--- config.mk ---
export PLATFORM = sky130hd
export DESIGN_NAME = regfile_scoreboard
export DESIGN_NICKNAME = d
export VERILOG_FILES = /design/src/rtl/regfile_scoreboard.sv
export SDC_FILE = /design/constraint.sdc
export NUM_CORES = 2
export LEC_CHECK = 0
export CAP_MARGIN = 20
export CORE_MARGIN = 2
export CORE_UTILIZATION = 65
export CTS_BUF_LIST = sky130_fd_sc_hd__clkbuf_2 sky130_fd_sc_hd__clkbuf_4 sky130_fd_sc_hd__clkbuf_8
export CTS_CLUSTER_DIAMETER = 50
export DETAILED_ROUTE_END_ITERATION = 8
export PLACE_DENSITY = 0.83
export SLEW_MARGIN = 40
export SYNTH_ARGS = -nofsm -noshare
export SYNTH_HDL_FRONTEND = slang
export SYNTH_SLANG_ARGS = --single-unit
export TNS_END_PERCENT = 20
--- constraint.sdc ---
create_clock -name clk -period 3.8 [get_ports clk]
set_input_delay 0.76 -clock clk [delete_from_list [all_inputs] [get_ports clk]]
set_output_delay 0.76 -clock clk [all_outputs]
set_load 0.01 [all_outputs]
--- src/rtl/regfile_scoreboard.sv ---
// regfile_scoreboard: 2-read/1-write register file with a busy-bit scoreboard and a registered busy count.
// Defining WRITE_BYPASS_EN forwards the value being written to a same-cycle read of that register.
module regfile_scoreboard #(
    parameter int XLEN     = 32,
    parameter int DEPTH    = 32,
    parameter int ZERO_REG = 1,
    localparam int AW      = $clog2(DEPTH),
    localparam int CW      = $clog2(DEPTH+1)
) (
    input  logic            clk,
    input  logic            reset_n,
    input  logic [AW-1:0]   read_reg1,
    input  logic [AW-1:0]   read_reg2,
    output logic [XLEN-1:0] read_data1,
    output logic [XLEN-1:0] read_data2,
    output logic            read_busy1,
    output logic            read_busy2,
    input  logic            reserve,
    input  logic [AW-1:0]   reserve_reg,
    input  logic            reg_write,
    input  logic [AW-1:0]   write_reg,
    input  logic [XLEN-1:0] write_data,
    input  logic            flush,
    output logic [CW-1:0]   busy_count
);
    localparam logic [AW:0] LIMIT = (AW+1)'(DEPTH);

    logic [XLEN-1:0] regs [DEPTH];
    logic [DEPTH-1:0] busy, busyNext, wrMask, resMask;
    logic [CW-1:0] countNext;
    logic wrEn, resEn, rdOk1, rdOk2, countUp, countDown;

    // An address is usable when it names a real register that is not the hardwired zero register
    function automatic logic usable(input logic [AW-1:0] a);
        return ({1'b0, a} < LIMIT) && !(ZERO_REG != 0 && a == '0);
    endfunction

    // Decode effective write/reserve and compute the next scoreboard state and count delta
    always_comb begin
        wrEn      = reg_write && usable(write_reg);
        resEn     = reserve && usable(reserve_reg);
        wrMask    = wrEn ? ({{(DEPTH-1){1'b0}}, 1'b1} << write_reg) : '0;
        resMask   = resEn ? ({{(DEPTH-1){1'b0}}, 1'b1} << reserve_reg) : '0;
        busyNext  = flush ? '0 : ((busy & ~wrMask) | resMask);
        countUp   = resEn && !busy[reserve_reg];
        countDown = wrEn && busy[write_reg] && !(resEn && reserve_reg == write_reg);
        countNext = flush ? '0 : busy_count + CW'(countUp) - CW'(countDown);
    end

    // Storage: writes land even during a flush
    always_ff @(posedge clk or negedge reset_n) begin
        if (!reset_n) begin
            for (int i = 0; i < DEPTH; i++) regs[i] <= '0;
        end else if (wrEn) begin
            regs[write_reg] <= write_data;
        end
    end

    // Scoreboard bits and their population count, updated together so they never disagree
    always_ff @(posedge clk or negedge reset_n) begin
        if (!reset_n) begin
            busy       <= '0;
            busy_count <= '0;
        end else begin
            busy       <= busyNext;
            busy_count <= countNext;
        end
    end

    // Combinational read ports; out-of-range and hardwired-zero reads return 0 and not busy
    always_comb begin
        rdOk1      = usable(read_reg1);
        rdOk2      = usable(read_reg2);
        read_data1 = rdOk1 ? regs[read_reg1] : '0;
        read_data2 = rdOk2 ? regs[read_reg2] : '0;
        read_busy1 = rdOk1 && busy[read_reg1];
        read_busy2 = rdOk2 && busy[read_reg2];
`ifdef WRITE_BYPASS_EN
        if (wrEn && write_reg == read_reg1) begin
            read_data1 = write_data;
            read_busy1 = 1'b0;
        end
        if (wrEn && write_reg == read_reg2) begin
            read_data2 = write_data;
            read_busy2 = 1'b0;
        end
`endif
    end
endmodule
## After elaboration in Yosys (flattened, before gate mapping)

Cells that the tools add are included.

- Muxes and demuxes: 23
- Bitwise operators: 6
- $mul: 0
- Div/mod/pow operators: 0
- $lt $le $gt $ge: 8
- Shift operators: 2
- $add $sub $neg: 2
- Reduce and logical (&&, ||, !) cells: 19
- Eq/ne operators: 1

Operators by type and width:

| operator | count |
|---|---|
| bitwise mux 1024 bit | 1 |
| binary-select mux 32 bit (select 5 bit) | 2 |
| two-way mux 32 bit | 10 |
| demux 32 bit (select 5 bit) | 1 |
| << shifter 1 x 5 -> 32 bit (first input constant) | 2 |
| bitwise AND 32 bit | 1 |
| NOT 32 bit | 1 |
| OR 32 bit | 1 |
| < comparator 5 x 6 -> 1 bit (second input constant) | 4 |
| binary-select mux 1 bit (select 5 bit) | 4 |
| zero test 5 bit | 4 |
| >= comparator 6 bit (second input constant) | 3 |
| NOT 5 -> 6 bit | 3 |
| logical AND 1 bit | 9 |
| adder 6 x 1 -> 6 bit | 1 |
| zero test 1 bit | 6 |
| < comparator 6 x 1 -> 1 bit (second input constant) | 1 |
| two-way mux 6 bit | 1 |
| subtractor 6 x 1 -> 6 bit | 1 |
| equality test 5 bit | 1 |
| two-way mux 1 bit | 4 |

- Bits in latches: 0
- Register bits: 1062
- Output and inout bits: 72
- Memories: 0
- Memory bits (writable): 0
- Logic and storage cells: 95
- ROM bits: 0

## Longest topological paths before layout

- Depth after elaboration: 8
- Depth in mapped cells: 16
- Mapped depth without buffers: 14

## Worst setup path after synthesis

Ideal clock, no wire load.

- Path type: input to register
- Start point: in reserve_reg[1]
- End point: reg busy_count[5]
- Cell stages on the path: 14
- Data required time: 3.661 ns
- Path buffers: 2
- Arrival time: 3.805 ns
- Slack: -0.143 ns
- Cells stage by stage: clkbuf_1 -> buf_2 -> mux4_2 -> a211oi_1 -> a211oi_1 -> or3_1 -> ha_1 -> inv_1 -> ha_1 -> a21o_1 -> a21oi_1 -> o21bai_1 -> and4b_1 -> or4_1

- Cells in the longest elaborated chain, start to end: 8

Ends and longest elaborated chain:

| what | line | RTL |
|---|---|---|
| from (decl) | 19 | `input logic [AW-1:0] reserve_reg,` |
| parallel branches: the longest is 6 deep, another holds adder 6 x 1 -> 6 bit | - |  |
| subtractor 6 x 1 -> 6 bit * | 47 | `countNext = flush ? '0 : busy_count + CW'(countUp) - CW'(countDown);` |
| two-way mux 6 bit * | 47 |  |
| named net countNext[5] | 30 | `logic [CW-1:0] countNext;` |
| to (signal assigned) | 66 | `busy_count <= countNext;` |
| to (decl) | 24 | `output logic [CW-1:0] busy_count` |

Mark *: on every way through the listed nets, which the timed path passes. The select of a mux whose other input is x is not followed.
A chain may end at the register's enable or synchronous reset.

## Worst setup path after layout

- Start point: in read_reg1[4]
- End point: out read_data1[28]

- Cells in the longest elaborated chain, start to end: 5

Ends and longest elaborated chain:

| what | line | RTL |
|---|---|---|
| from (decl) | 12 | `input logic [AW-1:0] read_reg1,` |
| NOT 5 -> 6 bit (not written as such) | 74 | `read_data1 = rdOk1 ? regs[read_reg1] : '0;` |
| binary-select mux 32 bit (select 5 bit) | 74 |  |
| two-way mux 32 bit (not written as such) (2 in a row) | 74 |  |
| two-way mux 32 bit * | 74 |  |
| to (decl) | 14 | `output logic [XLEN-1:0] read_data1,` |

Every way passes the cells marked *; elsewhere a longest branch is shown, timed or not. The select of a mux whose other input is x is not followed.

==> impl_metrics.env <==
export IMPL_async_set_or_reset_flop_fraction_in_the_synthesized_netlist_pct=100
export IMPL_first_pass_iters=7
export IMPL_synth_top_cell_area_share_pct=46.8
export IMPL_later_pin_clock_latency_in_the_skew_report_ns=0.87
export IMPL_relSlewSlack_pct=41.7
export IMPL_drtIter0Drc=4889
export IMPL_setup_repair_after_global_routing_missed_its_margin="true"
export IMPL_die_width_um=300
export IMPL_coreArea_um2=86800
export IMPL_synth_ff_type="dfrtp_1"
export IMPL_worst_path_max_delay_cell="clkdlybuf4s50_1"
export IMPL_grt_ovfl_total=0
export IMPL_drtAntennaViolNets=0
export IMPL_max_slew_worst_pin_slew_ns=0.871
export IMPL_min_period_over_period_pct=100
export IMPL_final_hold_violation_count=0
export IMPL_yosysWarningCount=0
export IMPL_achievable_frequency_ghz=0.262
export IMPL_finalWeightedCongestion=0.918
export IMPL_detailedPlacementHpwl_um=111000
export IMPL_worst_ep_arrival_time_ns=3.06
export IMPL_critPathKind="in2out"
export IMPL_finalWirelength_um=178000
export IMPL_violations="setup timing"
export IMPL_required_ns=3.04
export IMPL_r2r_cells=12
export IMPL_grt_max_degree=117
export IMPL_netlist_top_cell_by_area="dfrtp_1"
export IMPL_drc=0
export IMPL_finalClockSkew_ns=0.0156
export IMPL_crit_path_max_fo=9
export IMPL_grt_first_pass_wirelength_um=264000
export IMPL_endpoint_kind="primary output"
export IMPL_groute_usage_overall_pct=40.3
export IMPL_synth_sequential_area_ratio_pct=46.8
export IMPL_via_count_of_the_first_global_routing_pass=41100
export IMPL_yosys_top_cells_count="dfrtp_1 (1062), mux2_2 (1021), mux4_2 (559), clkbuf_1 (190), buf_2 (177)"
export IMPL_cts_num_sinks=1062
export IMPL_root_buffer="clkbuf_8"
export IMPL_synth_distinct_cells=47
export IMPL_final_layout_size_suffix_gt1_share_pct=59.2
export IMPL_cpPeakStageDelay_ns=0.58
export IMPL_wire_per_inst_um=33.9
export IMPL_worstSetupStartpointType="primary input"
export IMPL_finish_utilization_pct=75.9
export IMPL_synth_seq_cells=1062
export IMPL_finalNetCount=4007
export IMPL_placement_io_buffers=128
export IMPL_worstPathCellList="clkdlybuf4s50_1 -> buf_4 -> nand2b_1 -> buf_12 -> buf_12 -> nor2_1 -> a21oi_1 -> o221ai_1 -> clkdlybuf4s50_1"
export IMPL_drv_max_cap_violation_count=0
export IMPL_power_per_cell_area_nw_per_um2=511
export IMPL_route_vias_total=38800
export IMPL_synth_nets=3736
export IMPL_tritoncts_num_buffers=176
export IMPL_layout_area_overhead_vs_synth_pct=15.9
export IMPL_antenna_found_initial=16
export IMPL_setup_violations_final=3
export IMPL_post_synth_edffs=0
export IMPL_final_max_slew_violation_count=0
export IMPL_worst_hold_path_type="reg2reg"
export IMPL_mean_syn_cell_area_um2=15.5
export IMPL_layout_min_cycle_time_ns=3.82
export IMPL_yosys_top_cells_area="dfrtp_1 (47%), mux4_2 (22%), mux2_2 (20%)"
export IMPL_syn_instance_count=3672
export IMPL_vias_per_cell=7.40
export IMPL_synthMostInstantiatedCell="dfrtp_1"
export IMPL_design_portCount=129
export IMPL_starting_density_of_the_core_pct=65.5
export IMPL_p_leak_nw=29.0
export IMPL_h_tree_depth=4
export IMPL_final_setup_tns_ns=-0.0194
export IMPL_outcome="finished, violations left"
export IMPL_vdd_ir_drop_worst_v=0.000365
export IMPL_die_area_um2=89800
export IMPL_syn_area_um2=56800
export IMPL_timing_hold_ws_ns=0.376
export IMPL_die_h_um=300
export IMPL_min_path_cells=0
export IMPL_worst_slack_ns=-0.0151
export IMPL_max_clock_path_buffers=3
export IMPL_clk_pin_slew_ns=0.05
export IMPL_fp_row_count=108
export IMPL_cts_tree="built"
stage by stage:
stage               setup slack, ns  std cells  area (um^2)  total power, mW
floorplan                  0.000628       3672        56800             19.7
global placement             -0.651       4899        61600             21.9
detailed placement           -0.710       4900        61500             22.5
CTS                          -0.143       5217        65700             33.5
global route                -0.0624       5238        65900             34.8
finish                      -0.0151       5243        65900             33.6
registers in the layout (all words and copies together), names as in the netlist:
| name | cells |
|---|---|
| regs | 1024 |
| busy_count | 6 |
| busy | 32 |
worst max-delay path: cells and delay by family:
kind,cells,cell delay [ns]
buffers and inverters,5,1.55
AO/OA/AOI/OAI,2,0.48
AND/OR/NAND/NOR,2,0.25
final cells by class:
| cell class | count | area [um^2] |
|---|---|---|
| well taps | 1155 | 1450 |
| clock buffers | 274 | 3450 |
| repair buffers | 513 | 5310 |
| diodes | 12 | 30.0 |
| clock inverters | 37 | 408 |
| flip-flops and latches | 1062 | 26600 |
| multi-input cells | 2139 | 28500 |
| inverters | 51 | 191 |
| fillers | 4926 | 20900 |
timing repair:
item | 4_1_cts | 5_1_grt
gates resized for setup | 94 | 39
endpoints found under the setup margin | 64 | 22
cloned | 3 | 0
endpoints found under the hold margin | 64 | 0
pin swaps | 1 | 2
buffers inserted | 2 | 14
hold buffers | 1 | 0
kinds of logic (layout without fill, tap and decap cells):
kind of cell             count (synthesis)  after routing  share of synthesized area (%)
multiplexers                          1698           1698                           44.5
other                                    0             12                              0
flip-flops                            1062           1062                           46.8
buffers and inverters                  471            875                           3.83
AND/OR/NAND/NOR                        193            193                           1.58
XOR/XNOR                                 8              8                          0.123
AO/OA/AOI/OAI                          233            233                           3.05
adder cells (fa/ha/maj)                  7              7                          0.167
power breakdown:
part	total (mW)	leakage (nW)	switching [mW]	internal [mW]
clock network	11.0	2.03	4.78	6.24
registers	15.1	13.7	1.67	13.4
logic	7.56	13.3	3.04	4.53
routing by layer:
layer  vias up  part of all wire (%)  global-route usage, %
met3       748                    12                   12.5
met2      2718                    47                   61.1
li1      14800                     -                      -
met5         -                 0.032                      0
met4         8                   6.1                   23.1
met1     20500                    36                   52.3
path summary, 6_finish.rpt:
path                       slack, ns    startpoint        endpoint
min reg2reg                     0.38    regs[1020]      regs[1020]
max                            -0.02  read_reg1[4]  read_data1[28]
max reg2reg                     0.27       busy[4]   busy_count[5]
min                             0.38    regs[1020]      regs[1020]
min in group asynchronous       0.47       reset_n       regs[444]
max in group asynchronous       2.16       reset_n       regs[212]
layout by cell type, fill, tap and decap left out, types with 9 or more instances in the layout:
cell             Yosys  layout
buf_6               11      14
a21oi_2              0       9
inv_1               20      20
buf_4               27     293
a21oi_1             32      23
nor2_4               0      14
mux4_2             559     559
buf_16               0      11
clkdlybuf4s50_1      0      31
a22oi_1             52      52
clkbuf_4             0      52
mux2_2            1021    1021
dlygate4sd2_1        0      27
clkinv_1            31      31
mux2i_1            118     112
nand2_2              1      21
diode_2              0      12
nor2_1              78      64
clkinv_2             0      16
clkbuf_8             0     222
o21ai_0             31      27
buf_2              177      35
dlymetal6s2s_1       0      10
nand2_1             66      46
dfrtp_1           1062    1062
a221oi_1            43      33
buf_12               0      83
o221ai_1            66      58
No activity file was read; power rests on OpenSTA's default activity.
